===== config.mk =====
export PLATFORM = sky130hd
export DESIGN_NAME = inst_decode_queue
export DESIGN_NICKNAME = d
export VERILOG_FILES = /design/src/rtl/idq_pkg.sv /design/src/rtl/idq_predecode.sv /design/src/rtl/inst_decode_queue.sv
export SDC_FILE = /design/constraint.sdc
export NUM_CORES = 1
export LEC_CHECK = 0
export CELL_PAD_IN_SITES_DETAIL_PLACEMENT = 0
export CELL_PAD_IN_SITES_GLOBAL_PLACEMENT = 1
export CORE_ASPECT_RATIO = 1.75
export CORE_MARGIN = 1
export CORE_UTILIZATION = 40
export CTS_CLUSTER_DIAMETER = 60
export DETAILED_ROUTE_END_ITERATION = 12
export GPL_TIMING_DRIVEN = 0
export HOLD_SLACK_MARGIN = 0.05
export PLACE_DENSITY = 0.76
export SLEW_MARGIN = 15
export SYNTH_ARGS = -nofsm -noshare
export SYNTH_HDL_FRONTEND = slang
export SYNTH_HIERARCHICAL = 1
export SYNTH_SLANG_ARGS = --single-unit

===== constraint.sdc =====
create_clock -name clk -period 15.5 [get_ports clk]
set_input_delay 3.1 -clock clk [delete_from_list [all_inputs] [get_ports clk]]
set_output_delay 3.1 -clock clk [all_outputs]
set_load 0.005 [all_outputs]

===== src/rtl/idq_pkg.sv =====
// Shared types and MIPS32 encoding constants for the instruction decode queue.
package idq_pkg;

  typedef enum logic [3:0] {
    CLS_ALU_R  = 4'd0,
    CLS_SHIFT  = 4'd1,
    CLS_ALU_I  = 4'd2,
    CLS_LOAD   = 4'd3,
    CLS_STORE  = 4'd4,
    CLS_BRANCH = 4'd5,
    CLS_JUMP   = 4'd6,
    CLS_FPU    = 4'd7,
    CLS_FMEM   = 4'd8,
    CLS_CP0    = 4'd9,
    CLS_SYS    = 4'd10,
    CLS_NOP    = 4'd11,
    CLS_UNIMPL = 4'd12
  } cls_e;

  typedef enum logic [5:0] {
    ID_NONE    = 6'd0,
    ID_NOP     = 6'd1,
    ID_ADD     = 6'd2,
    ID_SUB     = 6'd3,
    ID_AND     = 6'd4,
    ID_OR      = 6'd5,
    ID_XOR     = 6'd6,
    ID_SLL     = 6'd7,
    ID_SRL     = 6'd8,
    ID_SRA     = 6'd9,
    ID_JR      = 6'd10,
    ID_SYSCALL = 6'd11,
    ID_ADDI    = 6'd12,
    ID_ANDI    = 6'd13,
    ID_ORI     = 6'd14,
    ID_XORI    = 6'd15,
    ID_LUI     = 6'd16,
    ID_LW      = 6'd17,
    ID_SW      = 6'd18,
    ID_BEQ     = 6'd19,
    ID_BNE     = 6'd20,
    ID_J       = 6'd21,
    ID_JAL     = 6'd22,
    ID_LWC1    = 6'd23,
    ID_SWC1    = 6'd24,
    ID_FADD    = 6'd25,
    ID_FSUB    = 6'd26,
    ID_FMUL    = 6'd27,
    ID_FDIV    = 6'd28,
    ID_FSQRT   = 6'd29,
    ID_MFC0    = 6'd30,
    ID_MTC0    = 6'd31,
    ID_ERET    = 6'd32
  } op_id_e;

  localparam logic [5:0] OP_SPECIAL = 6'h00;
  localparam logic [5:0] OP_J       = 6'h02;
  localparam logic [5:0] OP_JAL     = 6'h03;
  localparam logic [5:0] OP_BEQ     = 6'h04;
  localparam logic [5:0] OP_BNE     = 6'h05;
  localparam logic [5:0] OP_ADDI    = 6'h08;
  localparam logic [5:0] OP_ANDI    = 6'h0C;
  localparam logic [5:0] OP_ORI     = 6'h0D;
  localparam logic [5:0] OP_XORI    = 6'h0E;
  localparam logic [5:0] OP_LUI     = 6'h0F;
  localparam logic [5:0] OP_COP0    = 6'h10;
  localparam logic [5:0] OP_COP1    = 6'h11;
  localparam logic [5:0] OP_LW      = 6'h23;
  localparam logic [5:0] OP_SW      = 6'h2B;
  localparam logic [5:0] OP_LWC1    = 6'h31;
  localparam logic [5:0] OP_SWC1    = 6'h39;

  localparam logic [5:0] FN_SLL     = 6'h00;
  localparam logic [5:0] FN_SRL     = 6'h02;
  localparam logic [5:0] FN_SRA     = 6'h03;
  localparam logic [5:0] FN_JR      = 6'h08;
  localparam logic [5:0] FN_SYSCALL = 6'h0C;
  localparam logic [5:0] FN_ADD     = 6'h20;
  localparam logic [5:0] FN_SUB     = 6'h22;
  localparam logic [5:0] FN_AND     = 6'h24;
  localparam logic [5:0] FN_OR      = 6'h25;
  localparam logic [5:0] FN_XOR     = 6'h26;

  localparam logic [5:0] FP_ADD     = 6'h00;
  localparam logic [5:0] FP_SUB     = 6'h01;
  localparam logic [5:0] FP_MUL     = 6'h02;
  localparam logic [5:0] FP_DIV     = 6'h03;
  localparam logic [5:0] FP_SQRT    = 6'h04;

  localparam logic [4:0] CP0_MF     = 5'h00;
  localparam logic [4:0] CP0_MT     = 5'h04;
  localparam logic [4:0] CP0_CO     = 5'h10;
  localparam logic [5:0] FN_ERET    = 6'h18;

endpackage


===== src/rtl/idq_predecode.sv =====
// Combinational predecoder: one MIPS32 word -> {class, instruction ID, unimplemented flag}.
module idq_predecode
  import idq_pkg::*;
(
  input  logic [31:0] inst,
  output logic [3:0]  cls,
  output logic [5:0]  op_id,
  output logic        unimpl
);

  logic [5:0] op;
  logic [5:0] funct;
  logic [4:0] rs;
  cls_e       c;
  op_id_e     id;

  assign op    = inst[31:26];
  assign rs    = inst[25:21];
  assign funct = inst[5:0];

  always_comb begin
    c  = CLS_UNIMPL;
    id = ID_NONE;
    // The all-zero word is the canonical nop and must win over sll $0,$0,0
    if (inst == 32'h0) begin
      c  = CLS_NOP;
      id = ID_NOP;
    end else begin
      case (op)
        OP_SPECIAL: begin
          case (funct)
            FN_ADD:     begin c = CLS_ALU_R; id = ID_ADD;     end
            FN_SUB:     begin c = CLS_ALU_R; id = ID_SUB;     end
            FN_AND:     begin c = CLS_ALU_R; id = ID_AND;     end
            FN_OR:      begin c = CLS_ALU_R; id = ID_OR;      end
            FN_XOR:     begin c = CLS_ALU_R; id = ID_XOR;     end
            FN_SLL:     begin c = CLS_SHIFT; id = ID_SLL;     end
            FN_SRL:     begin c = CLS_SHIFT; id = ID_SRL;     end
            FN_SRA:     begin c = CLS_SHIFT; id = ID_SRA;     end
            FN_JR:      begin c = CLS_JUMP;  id = ID_JR;      end
            FN_SYSCALL: begin c = CLS_SYS;   id = ID_SYSCALL; end
            default:    ;
          endcase
        end
        OP_ADDI: begin c = CLS_ALU_I;  id = ID_ADDI; end
        OP_ANDI: begin c = CLS_ALU_I;  id = ID_ANDI; end
        OP_ORI:  begin c = CLS_ALU_I;  id = ID_ORI;  end
        OP_XORI: begin c = CLS_ALU_I;  id = ID_XORI; end
        OP_LUI:  begin c = CLS_ALU_I;  id = ID_LUI;  end
        OP_LW:   begin c = CLS_LOAD;   id = ID_LW;   end
        OP_SW:   begin c = CLS_STORE;  id = ID_SW;   end
        OP_BEQ:  begin c = CLS_BRANCH; id = ID_BEQ;  end
        OP_BNE:  begin c = CLS_BRANCH; id = ID_BNE;  end
        OP_J:    begin c = CLS_JUMP;   id = ID_J;    end
        OP_JAL:  begin c = CLS_JUMP;   id = ID_JAL;  end
        OP_LWC1: begin c = CLS_FMEM;   id = ID_LWC1; end
        OP_SWC1: begin c = CLS_FMEM;   id = ID_SWC1; end
        OP_COP1: begin
          case (funct)
            FP_ADD:  begin c = CLS_FPU; id = ID_FADD;  end
            FP_SUB:  begin c = CLS_FPU; id = ID_FSUB;  end
            FP_MUL:  begin c = CLS_FPU; id = ID_FMUL;  end
            FP_DIV:  begin c = CLS_FPU; id = ID_FDIV;  end
            FP_SQRT: begin c = CLS_FPU; id = ID_FSQRT; end
            default: ;
          endcase
        end
        OP_COP0: begin
          if (rs == CP0_MF) begin
            c  = CLS_CP0;
            id = ID_MFC0;
          end else if (rs == CP0_MT) begin
            c  = CLS_CP0;
            id = ID_MTC0;
          end else if (rs == CP0_CO && funct == FN_ERET) begin
            c  = CLS_CP0;
            id = ID_ERET;
          end
        end
        default: ;
      endcase
    end
  end

  assign cls    = c;
  assign op_id  = id;
  assign unimpl = (c == CLS_UNIMPL);

endmodule


===== src/rtl/inst_decode_queue.sv =====
// Fetch->decode instruction queue with predecode at enqueue.
// Optional IDQ_UNIMPL_TRAP_EN: popping an unimplemented word blocks the head until flush/rst.
module inst_decode_queue
  import idq_pkg::*;
#(
  parameter int DEPTH   = 8,
  parameter int FETCH_W = 2
) (
  input  logic                         clk,
  input  logic                         rst,
  input  logic                         flush,
  input  logic                         in_valid,
  output logic                         in_ready,
  input  logic [32*FETCH_W-1:0]        in_inst,
  input  logic [31:0]                  in_pc,
  input  logic [$clog2(FETCH_W+1)-1:0] in_cnt,
  output logic                         out_valid,
  input  logic                         out_ready,
  output logic [31:0]                  out_inst,
  output logic [31:0]                  out_pc,
  output logic [3:0]                   out_class,
  output logic [5:0]                   out_op_id,
  output logic                         out_unimpl,
  output logic [4:0]                   out_rs,
  output logic [4:0]                   out_rt,
  output logic [4:0]                   out_rd,
  output logic [4:0]                   out_sa,
  output logic [15:0]                  out_imm,
  output logic [$clog2(DEPTH):0]       occupancy
);

  localparam int PTR_W = $clog2(DEPTH);
  localparam int OCC_W = PTR_W + 1;
  localparam int CNT_W = $clog2(FETCH_W + 1);

  logic [31:0]        inst_mem   [DEPTH];
  logic [31:0]        pc_mem     [DEPTH];
  logic [3:0]         cls_mem    [DEPTH];
  logic [5:0]         id_mem     [DEPTH];
  logic [DEPTH-1:0]   unimpl_mem;

  logic [PTR_W-1:0]   rd_ptr, wr_ptr;
  logic [OCC_W-1:0]   occ;
  logic               trap;
  logic               has_entry;
  logic               do_push, do_pop;
  logic [CNT_W-1:0]   n_req, n_push;

  logic [31:0]        lane_inst [FETCH_W];
  logic [31:0]        lane_pc   [FETCH_W];
  logic [3:0]         lane_cls  [FETCH_W];
  logic [5:0]         lane_id   [FETCH_W];
  logic [FETCH_W-1:0] lane_unimpl;

  logic [31:0]        last_inst, last_pc;
  logic [3:0]         last_cls;
  logic [5:0]         last_id;
  logic               last_unimpl;

  for (genvar g = 0; g < FETCH_W; g++) begin : g_lane
    assign lane_inst[g] = in_inst[32*g +: 32];
    assign lane_pc[g]   = in_pc + 32'(4 * g);

    idq_predecode u_predecode (
      .inst   (lane_inst[g]),
      .cls    (lane_cls[g]),
      .op_id  (lane_id[g]),
      .unimpl (lane_unimpl[g])
    );
  end

  // Handshakes depend only on registered occupancy/trap state
  assign has_entry = (occ != '0);
  assign in_ready  = (OCC_W'(DEPTH) - occ) >= OCC_W'(FETCH_W);
  assign out_valid = has_entry && !trap;

  assign n_req   = (in_cnt > CNT_W'(FETCH_W)) ? CNT_W'(FETCH_W) : in_cnt;
  assign do_push = in_valid && in_ready && !flush;
  assign do_pop  = out_valid && out_ready;
  assign n_push  = do_push ? n_req : '0;

  always_ff @(posedge clk) begin
    if (rst || flush) begin
      rd_ptr <= '0;
      wr_ptr <= '0;
      occ    <= '0;
    end else begin
      wr_ptr <= wr_ptr + PTR_W'(n_push);
      rd_ptr <= rd_ptr + PTR_W'(do_pop);
      occ    <= occ + OCC_W'(n_push) - OCC_W'(do_pop);
    end
  end

`ifdef IDQ_UNIMPL_TRAP_EN
  always_ff @(posedge clk) begin
    if (rst || flush) begin
      trap <= 1'b0;
    end else if (do_pop && unimpl_mem[rd_ptr]) begin
      trap <= 1'b1;
    end
  end
`else
  assign trap = 1'b0;
`endif

  always_ff @(posedge clk) begin
    for (int i = 0; i < FETCH_W; i++) begin
      if (CNT_W'(i) < n_push) begin
        inst_mem[wr_ptr + PTR_W'(i)]   <= lane_inst[i];
        pc_mem[wr_ptr + PTR_W'(i)]     <= lane_pc[i];
        cls_mem[wr_ptr + PTR_W'(i)]    <= lane_cls[i];
        id_mem[wr_ptr + PTR_W'(i)]     <= lane_id[i];
        unimpl_mem[wr_ptr + PTR_W'(i)] <= lane_unimpl[i];
      end
    end
  end

  // Holds the most recently popped entry so outputs stay stable while empty
  always_ff @(posedge clk) begin
    if (rst) begin
      last_inst   <= '0;
      last_pc     <= '0;
      last_cls    <= '0;
      last_id     <= '0;
      last_unimpl <= 1'b0;
    end else if (do_pop && !flush) begin
      last_inst   <= inst_mem[rd_ptr];
      last_pc     <= pc_mem[rd_ptr];
      last_cls    <= cls_mem[rd_ptr];
      last_id     <= id_mem[rd_ptr];
      last_unimpl <= unimpl_mem[rd_ptr];
    end
  end

  assign out_inst   = has_entry ? inst_mem[rd_ptr]   : last_inst;
  assign out_pc     = has_entry ? pc_mem[rd_ptr]     : last_pc;
  assign out_class  = has_entry ? cls_mem[rd_ptr]    : last_cls;
  assign out_op_id  = has_entry ? id_mem[rd_ptr]     : last_id;
  assign out_unimpl = has_entry ? unimpl_mem[rd_ptr] : last_unimpl;

  assign out_rs    = out_inst[25:21];
  assign out_rt    = out_inst[20:16];
  assign out_rd    = out_inst[15:11];
  assign out_sa    = out_inst[10:6];
  assign out_imm   = out_inst[15:0];
  assign occupancy = occ;

endmodule


==> impl_metrics.tcl, run 1 <==
set metrics [dict create \
    gp_congestion 0.925 \
    synth_seq_cells 685 \
    hold_class "register to register" \
    power_uw 5870 \
    drt_wl_total_mm 132 \
    cp-end-kind "output port" \
    drive_above_1_share_pct 14.8 \
    synthCells 3567 \
    crit_slowest_cell "clkbuf_1" \
    crit_path_max_fanout 10 \
    grt-ovfl-total 0 \
    worst_pin_slew_ns 1.21 \
    postSynthAreaPerCell_um2 10.4 \
    vias_per_cell 5.59 \
    cell_internal_pwr_uw 3990 \
    final_common_cell "nand2_1" \
    slew_headroom_pct 19.3 \
    r2r_cells 11 \
    core.rowCount 147 \
    core_um2 92000 \
    fin_cells 5119 \
    port_buffers 197 \
    hpwl_mm 95.8 \
    peakVddDrop_mv 0.0782 \
    cts_tree "yes" \
    cts.reportedPaths.clkPinSlew_ns 0.08 \
    die_w_um 233 \
    slew_viol_final 0 \
    htreeDepth 2 \
    fmax_ghz 0.126 \
    setup_tns_ns 0 \
    clock_sinks 685 \
    initial_core_util_pct 40.5 \
    holdPathStages 2 \
    dpl_cell_area_um2 41900 \
    grt_max_degree 19 \
    drtIter0Drc 2936 \
    cts_resized 0 \
    dp.cells 4999 \
    cp_cell_sequence "clkbuf_1 -> clkbuf_1 -> buf_2 -> mux4_2 -> mux2i_1 -> a21oi_1 -> buf_4 -> clkdlybuf4s50_1" \
    multi_input_comb_area_um2 15700 \
    switching_share_pct 32.0 \
    seq_area_um2 19600 \
    nNetsFinal 3988 \
    rsz0062_at_grt "false" \
    fin_area_um2 43900 \
    setup_viol 0 \
    syn-cell-area_um2 37200 \
    crit_arrival_ns 4.81 \
    path_common_cell "clkbuf_1" \
    hold_viol 0 \
    leakage_uw 0.0159 \
    fin_skew_ns 0.0265 \
    period_share_pct 51.0 \
    dr.pass1.iters 8 \
    cap_violations 0 \
    hold_start "unimpl_mem[4]" \
    status "complete, no violations" \
    pwr-share-comb_pct 36.2 \
    cts.path.max_buffers 3 \
    crit_path_start "rd_ptr[0]" \
    synth_nets 3685 \
    sequentialPowerShare_pct 37.1 \
    mostFrequentLayoutCells "1,130 x nand2_1, 592 x edfxtp_1, 351 x nor2_1, 197 x clkdlybuf4s50_1, 163 x xor2_1" \
    grt_pass1_vias 28400 \
    area_growth_pct 17.9 \
    criticalPathCategory "register to output port" \
    grt_first_pass_wirelength_mm 189 \
    synth_cell_types 76 \
    die_area_um2 94300 \
    p_clk_share_pct 26.7 \
    postCtsHoldBufs 0 \
    nFillCells 8537 \
    antenna_left 0 \
    vias 28600 \
    timing.hold.ws_ns 0.482 \
    cpPeakStageDelay_ns 0.84 \
    r2r_slack_ns 11.59 \
    final.min_clock_period_ns 7.91 \
    drc_errors 0 \
    synth_warnings 6 \
    yosysSeqAreaShare_pct 52.8 \
    reg2reg_from "occupancy[0]" \
    avgRoutedWirePerCell_um 25.7 \
    synth_edf_count 592 \
    antenna_found_initial 8 \
    numCtsBuffers 61 \
    dieHeight_um 405 \
    cp.required_ns 12.40 \
    power_switching_uw 1880 \
    grtUsageTotal_pct 27.9 \
    start_kind "register" \
    synth_flop_cell "edfxtp_1" \
    rr_endpoint "inst_mem[5][13]" \
    clk_latency_ns 0.68 \
    powerDensity_nw_per_um2 134 \
    num_io_pins 220 \
    ctsRootBufferMaster "clkbuf_16" \
    post_cts_buffers 0 \
    min_to "unimpl_mem[4]" \
    synth-async-reset-ratio_pct 0 \
]
==> metrics by stage <==
stage | utilization (%) | setup WS [ns]
after CTS | 47.7 | 7.61
final | 47.7 | 7.59
after detailed placement | 45.5 | 8.32
after global placement | 44.2 | -1.80
after floorplan | - | 5.71
after global routing | 47.7 | 7.53
==> kinds of logic after synthesis <==
kind of cell,synth area share [%]
fa+ha+maj,0.545
mux,11.2
buf+inv,5.18
xor+xnor,5.72
compound gates,6.06
simple gates,18.6
flops,52.8
==> final cells by class <==
cell class,count,share of cell area [%]
Inverter,28,0.240
Antenna cell,5,0.0285
Tap cell,1192,3.40
Sequential cell,685,44.8
Multi-Input combinational cell,2480,35.9
Timing Repair Buffer,240,6.97
Clock buffer,87,4.03
Buffer,374,4.16
Clock inverter,28,0.519
==> state kept, by name, summed over array words and instances (netlist names) <==
signal / flops
id_mem: 48
occupancy: 4
wr_ptr: 3
unimpl_mem: 8
pc_mem: 256
last_pc: 32
last_inst: 32
cls_mem: 32
last_unimpl: 1
inst_mem: 256
last_id: 6
rd_ptr: 3
last_cls: 4
==> worst max-delay path: cells and delay by family, from the launching register on <==
kind | cells | cell delay (ns)
buffers and inverters | 5 | 2.55
AO/OA/AOI/OAI | 1 | 0.23
flip-flops | 1 | 0.33
multiplexers | 2 | 1.00
==> synthesized netlist by cell type (all sizes together) (5+ instances only) <==
cell type | n | area share (%)
nand2 | 1130 | 11
xor2 | 163 | 3.8
or3 | 9 | 0.15
nor3 | 23 | 0.34
dfxtp | 93 | 5.0
ha | 13 | 0.44
mux4 | 150 | 9.1
inv | 28 | 0.28
nand4b | 6 | 0.14
or3b | 6 | 0.14
mux2i | 77 | 2.1
clkbuf | 168 | 1.8
nand3 | 30 | 0.43
a21o | 5 | 0.11
nor2b | 10 | 0.17
a21oi | 120 | 1.6
a2111oi | 8 | 0.42
o21ai | 45 | 0.65
a211oi | 85 | 2.0
nor4b | 8 | 0.22
nor2 | 351 | 3.5
and3 | 15 | 0.25
nor4 | 20 | 0.41
o211ai | 10 | 0.31
edfxtp | 592 | 48
o22ai | 6 | 0.10
and4 | 7 | 0.16
and2 | 10 | 0.17
a31oi | 8 | 0.13
xnor2 | 79 | 1.9
and3b | 5 | 0.12
nand2b | 18 | 0.30
nand4 | 14 | 0.24
buf | 206 | 3.1
==> power by group through the flow <==
stage	Combinational (µW)	Clock (µW)	Sequential, µW
after floorplan	1030	0	2220
after detailed placement	2140	0	2220
after global placement	2090	0	2250
final	2120	1570	2180
after global routing	2280	1630	2190
after CTS	2150	1570	2180
==> layer usage <==
| metal | GRT usage, % | wire length, µm | up-vias |
|---|---|---|---|
| li1 | - | - | 12900 |
| met1 | 31.1 | 46600 | 14100 |
| met2 | 50.8 | 68900 | 1292 |
| met3 | 3.67 | 8420 | 353 |
| met4 | 15.1 | 7800 | 2 |
| met5 | 0 | 13 | - |
==> how the worst max path moves through the flow <==
stage	endpoint	slack (ns)
final	out_inst[5]	7.59
after global routing	out_inst[0]	7.53
after CTS	out_inst[0]	7.61
after detailed placement	out_inst[0]	8.32
after global placement	inst_mem[3][8]	-1.80
after floorplan	cls_mem[0][0]	5.71
(Power assumes the default switching activity.)
==> run 2, diff against run 1 <==
--- a/config.mk
+++ b/config.mk
@@ -14,7 +14,7 @@
 export DETAILED_ROUTE_END_ITERATION = 12
 export GPL_TIMING_DRIVEN = 0
 export HOLD_SLACK_MARGIN = 0.05
-export PLACE_DENSITY = 0.76
+export PLACE_DENSITY = 0.79
 export SLEW_MARGIN = 15
 export SYNTH_ARGS = -nofsm -noshare
 export SYNTH_HDL_FRONTEND = slang
==> constraint.sdc (replaced) <==
create_clock -name clk -period 7.24 [get_ports clk]
set_input_delay 1.448 -clock clk [delete_from_list [all_inputs] [get_ports clk]]
set_output_delay 1.448 -clock clk [all_outputs]
set_load 0.005 [all_outputs]
==> run 2 against run 1 <==
  * Via count is 1.0% higher
  * Total power increased by 110%
  * Clock power rose by 110%
  * First-iteration DRC count fell by 4.3%
  * Clock skew rose by 0.020 ns
  * Sequential share of layout area rose by 0.10 points
  * Largest cell class unchanged
  * Largest power group unchanged
  * Highest routed layer unchanged
==> impl_metrics.tcl, run 2 (synthesized netlist as in run 1, its figures left out) <==
set metrics [dict create \
    fin_skew_ns 0.0469 \
    die_area_um2 94300 \
    drive_above_1_share_pct 14.7 \
    initial_core_util_pct 40.5 \
    die_w_um 233 \
    clock_sinks 685 \
    final.min_clock_period_ns 6.90 \
    period_share_pct 95.4 \
    final_common_cell "nand2_1" \
    cts_resized 0 \
    mostFrequentLayoutCells "1,130 x nand2_1, 592 x edfxtp_1, 351 x nor2_1, 197 x clkdlybuf4s50_1, 163 x xor2_1" \
    core.rowCount 147 \
    post_cts_buffers 0 \
    powerDensity_nw_per_um2 285 \
    numCtsBuffers 61 \
    dr.pass1.iters 6 \
    fin_area_um2 43800 \
    htreeDepth 2 \
    antenna_left 0 \
    power_switching_uw 4000 \
    num_io_pins 220 \
    drt_wl_total_mm 132 \
    cp.required_ns 5.79 \
    fmax_ghz 0.145 \
    start_kind "register" \
    port_buffers 197 \
    switching_share_pct 32.1 \
    drc_errors 0 \
    core_um2 92000 \
    cp-end-kind "output port" \
    cell_internal_pwr_uw 8470 \
    grt-ovfl-total 0 \
    pwr-share-comb_pct 36.5 \
    cpPeakStageDelay_ns 1.01 \
    avgRoutedWirePerCell_um 25.7 \
    grtUsageTotal_pct 27.9 \
    path_common_cell "clkbuf_1" \
    peakVddDrop_mv 0.237 \
    hpwl_mm 95.3 \
    cts.reportedPaths.clkPinSlew_ns 0.07 \
    cts_tree "yes" \
    seq_area_um2 19600 \
    drtIter0Drc 2810 \
    antenna_found_initial 12 \
    cap_violations 0 \
    vias 28900 \
    power_uw 12500 \
    grt_pass1_vias 28800 \
    slew_headroom_pct 14.4 \
    status "complete, no violations" \
    gp_congestion 0.922 \
    crit_slowest_cell "clkbuf_1" \
    multi_input_comb_area_um2 15700 \
    area_growth_pct 17.6 \
    setup_viol 0 \
    ctsRootBufferMaster "clkbuf_16" \
    nFillCells 8491 \
    clk_latency_ns 0.66 \
    cp.buffers_inverters 5 \
    p_clk_share_pct 26.1 \
    crit_arrival_ns 5.46 \
    setup_tns_ns 0 \
    worst_pin_slew_ns 1.28 \
    dpl_cell_area_um2 41800 \
    path_delay_family "buffers and inverters" \
    dp.cells 4998 \
    largestRegisters "inst_mem: 256 flops, pc_mem: 256 flops, id_mem: 48 flops" \
    grt_first_pass_wirelength_mm 190 \
    nNetsFinal 3987 \
    hold_viol 0 \
    cp_cell_sequence "inv_1 -> ha_1 -> nand2_1 -> clkbuf_1 -> clkbuf_1 -> a21oi_1 -> buf_4 -> clkdlybuf4s50_1" \
    leakage_uw 0.0158 \
    criticalPathCategory "register to output port" \
    postCtsHoldBufs 0 \
    dieHeight_um 405 \
    vias_per_cell 5.64 \
    hold_class "register to register" \
    fin_cells 5122 \
    grt_max_degree 19 \
    rsz0062_at_grt "false" \
    crit_path_max_fanout 10 \
    slew_viol_final 0 \
    sequentialPowerShare_pct 37.4 \
    cts.path.max_buffers 3 \
]
==> run 2: cell count changes in the layout (fill, tap and decap cells not counted), sizes merged <==
cell and delta:
clkinv +3, diode +3, bufinv -2, clkbuf +2, clkinvlp -2, buf -1
==> run 2: stage by stage <==
step | hold WS (ns) | setup WS, ns | utilization, %
after floorplan | 0.445 | -0.899 | -
after global placement | 0.456 | -8.60 | 44.2
after detailed placement | 0.463 | 1.17 | 45.5
after CTS | 0.474 | 0.451 | 47.6
after global routing | 0.507 | 0.434 | 47.6
final | 0.477 | 0.336 | 47.6
==> run 2: routing by layer <==
layer	GRT usage [%]	part of all wire [%]
met5	0	0.067
met1	31.6	35
met4	17.6	7.0
met2	49.2	51
met3	3.58	7.3
==> run 2: final timing paths <==
path	startpoint	endpoint	slack (ns)	cells past startpoint
min reg2reg	unimpl_mem[4]	unimpl_mem[4]	0.48	2
max	occupancy[0]	out_inst[0]	0.34	8
max reg2reg	occupancy[0]	last_inst[23]	2.77	9
min	unimpl_mem[4]	unimpl_mem[4]	0.48	2
==> run 2: cell type report <==
class	instances	area share, %
well taps	1192	3.41
clock buffers	89	4.03
multi-input cells	2480	36.0
repair buffers	239	6.88
diodes	8	0.0457
plain buffers	374	4.16
inverters	28	0.240
clock inverters	27	0.389
flip-flops and latches	685	44.9
==> run 2: power by group through the flow <==
stage	Sequential, µW	Combinational [µW]	Clock (µW)
detailed placement	4750	4570	0
CTS	4670	4590	3260
global placement	4820	4440	0
floorplan	4750	2210	0
finish	4670	4550	3250
global route	4690	4900	3380
==> run 2: worst reg2reg max path: stages, from the launching register on <==
cell	delay [ns]
dfxtp_1	0.53
inv_1	0.12
ha_1	0.25
nand2_1	0.77
and2_1	0.31
nor2b_1	0.14
buf_2	0.34
clkbuf_1	0.92
clkbuf_1	0.76
a211oi_1	0.18
